## src/rtl/alu_exec_unit.sv

```systemverilog
// alu_exec_unit - execute-stage ALU with an iterative shift-add multiplier.
//
// Single-cycle ops (and, xor, sll, add, sub, srai, address add, beq compare)
// resolve combinationally. MUL is retired MUL_BITS multiplier bits per cycle
// while stall_o freezes the front of the pipeline; the product is presented
// for one cycle in MUL_DONE.
//
// Ports:
//   clk_i      clock
//   rst_i      synchronous active-high reset
//   valid_i    ID/EX holds a live instruction
//   ALUCtrl_i  4-bit operation code
//   data1_i    operand A (rs1)
//   data2_i    operand B (rs2 or immediate)
//   flush_i    kill in-flight instruction (branch taken)
//   result_o   ALU result, 0 when not valid
//   zero_o     result_o == 0 (branch resolution)
//   valid_o    result_o is valid this cycle
//   stall_o    hold PC/IF-ID/ID-EX and insert a bubble
//
// Optional build macro: MUL_EARLY_TERM_EN
//   When defined, a multiply finishes as soon as the remaining multiplier bits
//   are all zero (a zero multiplier completes straight from IDLE).
//
// state    | meaning
// ---------+--------------------------------------------------------------
// IDLE     | single-cycle ops pass through; a valid MUL loads the operands
// MUL_BUSY | one shift-add iteration per cycle, stall_o held high
// MUL_DONE | product on result_o with valid_o for one cycle

module alu_exec_unit #(
    parameter int WIDTH    = 32,
    parameter int MUL_BITS = 1
) (
    input  logic             clk_i,
    input  logic             rst_i,
    input  logic             valid_i,
    input  logic [3:0]       ALUCtrl_i,
    input  logic [WIDTH-1:0] data1_i,
    input  logic [WIDTH-1:0] data2_i,
    input  logic             flush_i,
    output logic [WIDTH-1:0] result_o,
    output logic             zero_o,
    output logic             valid_o,
    output logic             stall_o
);

    localparam int ITERS = WIDTH / MUL_BITS;
    localparam int CNT_W = $clog2(ITERS + 1);

    typedef enum logic [1:0] {
        IDLE     = 2'd0,
        MUL_BUSY = 2'd1,
        MUL_DONE = 2'd2
    } state_t;

    state_t             state;
    state_t             state_nxt;
    logic [WIDTH-1:0]   acc;
    logic [WIDTH-1:0]   mcand;
    logic [WIDTH-1:0]   mplier;
    logic [CNT_W-1:0]   count;

    logic               is_mul;
    logic               mul_start;
    logic [WIDTH-1:0]   alu_res;
    logic [WIDTH-1:0]   partial;
    logic [WIDTH-1:0]   mplier_shr;
    logic [WIDTH-1:0]   res_int;
    logic               valid_int;
    logic               stall_int;

    assign is_mul     = (ALUCtrl_i == 4'b0101);
    assign mul_start  = (state == IDLE) && valid_i && is_mul && !flush_i;
    assign mplier_shr = mplier >> MUL_BITS;

    always_comb begin
        alu_res = '0;
        case (ALUCtrl_i)
            4'b0000: alu_res = data1_i & data2_i;
            4'b0001: alu_res = data1_i ^ data2_i;
            4'b0010: alu_res = data1_i << data2_i[4:0];
            4'b0011,
            4'b0110,
            4'b1000: alu_res = data1_i + data2_i;
            4'b0100,
            4'b1001: alu_res = data1_i - data2_i;
            4'b0111: alu_res = $signed(data1_i) >>> data2_i[4:0];
            default: alu_res = '0;
        endcase
    end

    // Shift-add partial product for the low MUL_BITS multiplier bits.
    always_comb begin
        partial = '0;
        for (int i = 0; i < MUL_BITS; i++) begin
            if (mplier[i]) begin
                partial = partial + (mcand << i);
            end
        end
    end

    always_ff @(posedge clk_i) begin
        if (rst_i) begin
            state <= IDLE;
        end else begin
            state <= state_nxt;
        end
    end

    always_comb begin
        state_nxt = state;
        valid_int = 1'b0;
        stall_int = 1'b0;
        res_int   = '0;
        case (state)
            IDLE: begin
                if (valid_i && is_mul) begin
                    stall_int = 1'b1;
                end else if (valid_i) begin
                    valid_int = 1'b1;
                    res_int   = alu_res;
                end
                if (mul_start) begin
`ifdef MUL_EARLY_TERM_EN
                    state_nxt = (data2_i == '0) ? MUL_DONE : MUL_BUSY;
`else
                    state_nxt = MUL_BUSY;
`endif
                end
            end
            MUL_BUSY: begin
                stall_int = 1'b1;
                if (count == CNT_W'(1)) begin
                    state_nxt = MUL_DONE;
                end
`ifdef MUL_EARLY_TERM_EN
                else if (mplier_shr == '0) begin
                    state_nxt = MUL_DONE;
                end
`endif
            end
            MUL_DONE: begin
                valid_int = 1'b1;
                res_int   = acc;
                state_nxt = IDLE;
            end
            default: state_nxt = IDLE;
        endcase
        // A flush kills the result now but leaves stall_o to the current state.
        if (flush_i) begin
            valid_int = 1'b0;
            state_nxt = IDLE;
        end
    end

    always_ff @(posedge clk_i) begin
        if (rst_i || flush_i) begin
            acc    <= '0;
            mcand  <= '0;
            mplier <= '0;
            count  <= '0;
        end else begin
            case (state)
                IDLE: begin
                    if (mul_start) begin
                        acc    <= '0;
                        mcand  <= data1_i;
                        mplier <= data2_i;
                        count  <= CNT_W'(ITERS);
                    end
                end
                MUL_BUSY: begin
                    acc    <= acc + partial;
                    mcand  <= mcand << MUL_BITS;
                    mplier <= mplier_shr;
                    count  <= count - CNT_W'(1);
                end
                default: ;
            endcase
        end
    end

    // Outputs read as zero while reset is held.
    assign valid_o  = valid_int && !rst_i;
    assign stall_o  = stall_int && !rst_i;
    assign result_o = valid_o ? res_int : '0;
    assign zero_o   = (result_o == '0);

endmodule
```

## config.mk

```make
export PLATFORM = sky130hd
export DESIGN_NAME = alu_exec_unit
export DESIGN_NICKNAME = d
export VERILOG_FILES = /design/src/rtl/alu_exec_unit.sv
export SDC_FILE = /design/constraint.sdc
export NUM_CORES = 1
export LEC_CHECK = 0
export ABC_AREA = 1
export CORE_MARGIN = 5
export CORE_UTILIZATION = 35
export CTS_BUF_LIST = sky130_fd_sc_hd__clkbuf_4 sky130_fd_sc_hd__clkbuf_8
export CTS_CLUSTER_DIAMETER = 100
export DETAILED_ROUTE_END_ITERATION = 6
export GPL_ROUTABILITY_DRIVEN = 0
export GPL_TIMING_DRIVEN = 0
export HOLD_SLACK_MARGIN = 0.15
export PLACE_DENSITY = 0.62
export REMOVE_ABC_BUFFERS = 1
export SLEW_MARGIN = 15
export SYNTH_ARGS = -nofsm -noshare
export SYNTH_HDL_FRONTEND = slang
export SYNTH_SLANG_ARGS = --single-unit
export TNS_END_PERCENT = 10
```

## constraint.sdc

```tcl
create_clock -name clk_i -period 12.92 [get_ports clk_i]
set_input_delay 3.876 -clock clk_i [delete_from_list [all_inputs] [get_ports clk_i]]
set_output_delay 3.876 -clock clk_i [all_outputs]
set_load 0.005 [all_outputs]
```

==> results summary <==
The run finished with clean final reports. The worst clock skew on the final layout is between 0.015 and 0.02 ns. The max-cap violation count came out at 0. The most prevalent standard cell on the critical path is sky130_fd_sc_hd__nand2_1. The height of the die is about 210 um. The total number of nets in the final design is 2744. TritonCTS built the clock tree. Timing analysis after detailed placement gives a worst setup slack of -1.262 ns. The initial cell density of the core is around a third. The highest clock rate came out at 0.07935 GHz.

The number of standard-cell rows in the floorplan is 73. The die width came out at between 200 and 250 um. Summing the sequential cell areas from Yosys gives 14.90% of the chip area. The instance count after placement with tap cells included came out at between 3000 and 4000. The synthesized area is 0.01398 mm^2. STA classifies the critical path endpoint as a primary output. The post-synthesis average cell area came out at around 5.5 um^2. The worst setup path is of the primary input to primary output kind. The pin count of the biggest net entering global routing is 72. Of the total power, the share spent switching nets is around 42%. The peak fanout along the critical path came out at 36. The count of cells along the worst hold path came out at 2. The post-route netlist has about 4.2% of its cells at a drive strength greater than 1. The most used flip-flop cell after synthesis is sky130_fd_sc_hd__dfxtp_1.

The number of flops mapped to enable cells by yosys is 0. The clock edge transition at the registers on the reported setup and hold paths is between 0.1 and 0.15 ns. The final setup TNS came out at 0 ns. The number of clock buffers inserted by TritonCTS is 9. Subtracting the final worst setup slack from the clock period gives approximately 13 ns.

The average via count per standard cell came out at ~5.6. In this run the critical register-to-register path is launched from mplier[0]. Per report_power, the clock group accounts for 25.9% of the total. Across all layers, the routed design uses 17300 vias.

Of all cell types, the one taking the most synthesized area is sky130_fd_sc_hd__nand2_1. The half-perimeter wire length of the detailed placement result came out at about 42000 um. The worst-case vdd ir drop is roughly 50 uV. The worst-margin pin slew came out at roughly 1.2 ns. After synthesis, the netlist uses 50 different library cells.

The internal power is 613.7 uW. After detailed placement, the total cell area comes to between 0.015 and 0.02 mm^2. After global routing the overflow that remains totals 0. In the post-synthesis netlist, the biggest area contributors are sky130_fd_sc_hd__nand2_1 (24%), sky130_fd_sc_hd__dfxtp_1 (15%), sky130_fd_sc_hd__nand3_1 (14%). STA classifies the critical path startpoint as a primary input.

The commonest cells after synthesis are sky130_fd_sc_hd__nand2_1 (881), sky130_fd_sc_hd__nand3_1 (377), sky130_fd_sc_hd__inv_1 (232). The number of iterations in the first detailed-routing pass is 6. The wire length of the first global-routing pass came out at ~84000 um. The top cell type's share of synthesized area is 23.66%.

The cell with the largest stage delay on the worst path is sky130_fd_sc_hd__clkdlybuf4s50_1. The worst hold path begins at mplier[31]. The arrival time of data at the critical path endpoint came out at around 8.7 ns. The number of design-rule violations left by the first detailed-router iteration came out at ~1900. The count of final setup violators came out at 0. The count of nets left with antenna violations once routing finished came out at 0. The analysis attributes to cell leakage a power of between 7 and 8 nW. The post-route cell area came out at ~0.016 mm^2. The setup slack of the worst register-to-register path is 9.53 ns. The layout-stage area growth over the synthesis result is 14.28%. The count of input and output buffers came out at about 110. The post-route DRC violation count is 0.

The switching power is roughly 450 uW. Counting every sink on the clock net gives approximately 100. The headroom to the max-slew limit came out at 22.94%.

The combinational share of power is ~44%. In this run the critical register-to-register path is captured at acc[30]. Of the available clock period, the critical path in the final layout requires 97.54%. The most common cell in the synthesized netlist is sky130_fd_sc_hd__nand2_1. The number of antenna violations at the first check in global routing was 1. The tree is rooted in a sky130_fd_sc_hd__clkbuf_8. After synthesis the netlist holds a flip-flop and latch count of 104. The number of non-filler instances in the completed layout is 3103.

The routed design has 54190 um of wire. The floorplan die area came out at approximately 0.044 mm^2. The worst hold path terminates at mplier[31]. The final routed wire length divided by cell count came out at 17.46 um. For this run, the slowest stage of the critical path takes around 0.50 ns. After technology mapping, the gate count stands at 2553.

The final worst-path setup slack is about 0.32 ns. The number of H-tree branching levels came out at 3. The hold violation count in the final report is 0. The count of synthesis-stage warnings from yosys came out at 0.

The max-slew violation total from the final report came out at 0. The worst hold path belongs to the class flop to flop. Data on the critical path is required at its endpoint by between 9 and 10 ns. The via count of the first global-routing pass is ~16000. The area of the core came out at ~0.04 mm^2. The global-route usage over all layers came out at between 20% and 30%.

The clock passes through at most 2 buffers. The cell area power density is around 67 mW/mm^2. The cell depth of the worst flop-to-flop path came out at 17. The sequential power share is a little under a third.

The insertion delay of the later-clocked pin in the worst-skew pair is approximately 0.44 ns. The count of boundary I/O pins came out at 107. The share of synthesized flip-flops with an asynchronous set or reset came out at 0%.
-- layout by cell type, fill, tap and decap left out, types with 8 or more instances in the layout --
cell | synthesis | layout
sky130_fd_sc_hd__nand3_1 | 377 | 374
sky130_fd_sc_hd__a21oi_1 | 185 | 180
sky130_fd_sc_hd__nor3_1 | 13 | 12
sky130_fd_sc_hd__dfxtp_1 | 104 | 103
sky130_fd_sc_hd__nand2_1 | 881 | 880
sky130_fd_sc_hd__nand2_2 | 9 | 8
sky130_fd_sc_hd__buf_4 | 2 | 9
sky130_fd_sc_hd__nor2_2 | 4 | 13
sky130_fd_sc_hd__clkbuf_8 | 0 | 11
sky130_fd_sc_hd__o221ai_1 | 31 | 31
sky130_fd_sc_hd__xor2_1 | 26 | 26
sky130_fd_sc_hd__clkdlybuf4s50_1 | 0 | 101
sky130_fd_sc_hd__a31oi_1 | 34 | 33
sky130_fd_sc_hd__o21ai_0 | 112 | 111
sky130_fd_sc_hd__nor2_1 | 200 | 185
sky130_fd_sc_hd__xnor2_1 | 10 | 10
sky130_fd_sc_hd__nand4_1 | 19 | 19
sky130_fd_sc_hd__o21ai_1 | 11 | 11
sky130_fd_sc_hd__a22o_1 | 20 | 20
sky130_fd_sc_hd__ha_1 | 98 | 97
sky130_fd_sc_hd__inv_1 | 232 | 230
sky130_fd_sc_hd__and2_1 | 9 | 8
-- area by class of cell --
cell class	count	area (um^2)
diodes	1	2.502
clock buffers	12	158.9
clock inverters	4	98.84
fillers	4464	23670
inverters	243	992.2
multi-input cells	2086	10590
flip-flops and latches	104	2083
well taps	525	656.9
repair buffers	125	1365
repair inverters	3	25.02
-- worst max-delay path: cells and delay by family --
family | cells | cell delay (ns)
AO/OA/AOI/OAI | 1 | 0.11
AND/OR/NAND/NOR | 23 | 3.01
adder cells (fa/ha/maj) | 2 | 0.57
XOR/XNOR | 1 | 0.14
buffers and inverters | 4 | 1.00
-- state kept, by name, summed over array words and instances, names as in the netlist --
name / count
acc: 32
mcand: 32
mplier: 32
count: 6
state: 2
-- worst max path at each step --
stage,depth (start not counted),end,startpoint
after global placement,30,zero_o,data2_i[1]
after detailed placement,29,zero_o,data2_i[3]
after floorplan,28,zero_o,data2_i[4]
after CTS,31,zero_o,data2_i[1]
final,31,zero_o,data2_i[1]
after global routing,30,zero_o,data2_i[1]
-- per-stage QoR --
stage / utilization [%] / power [mW] / hold WS, ns
floorplan: - / 0.5980 / 0.4454
global route: 40.28 / 1.126 / 0.4983
CTS: 39.75 / 1.046 / 0.4822
global placement: 38.14 / 0.7562 / 0.4612
detailed placement: 38.90 / 0.7670 / 0.4667
finish: 40.29 / 1.063 / 0.4815
-- power by group through the flow --
stage	Combinational (mW)	Clock, mW	Sequential, mW
global placement	0.426	0	0.330
global route	0.510	0.293	0.323
detailed placement	0.437	0	0.330
CTS	0.442	0.281	0.323
finish	0.465	0.275	0.323
floorplan	0.268	0	0.330
-- cells by family after synthesis --
| group | after synthesis | synth area share, % |
|---|---|---|
| and+or+nand+nor | 1528 | 45.76 |
| AOI/OAI and AO/OA | 420 | 17.25 |
| buffers and inverters | 364 | 10.66 |
| DFF | 104 | 14.90 |
| adders and majority gates | 100 | 9.060 |
| xor gates and xnor gates | 37 | 2.372 |
-- metal layers --
metal,vias up,track usage [%],wire length (um)
li1,8501,-,-
met1,7846,30.62,22390
met2,820,39.16,24750
met3,135,3.363,4999
met4,0,8.663,2051
met5,-,0,0
-- what timing repair did --
action / CTS / global route
endpoints found under the setup margin: 19 / 8
buffers inserted: 1 / 5
resized for setup: 21 / 41
hold buffers: 0 / 0
pin swaps: 1 / 6
cloned: 3 / 2
endpoints found under the hold margin: 0 / 0
Note: power is estimated with default switching activity, not from simulation.
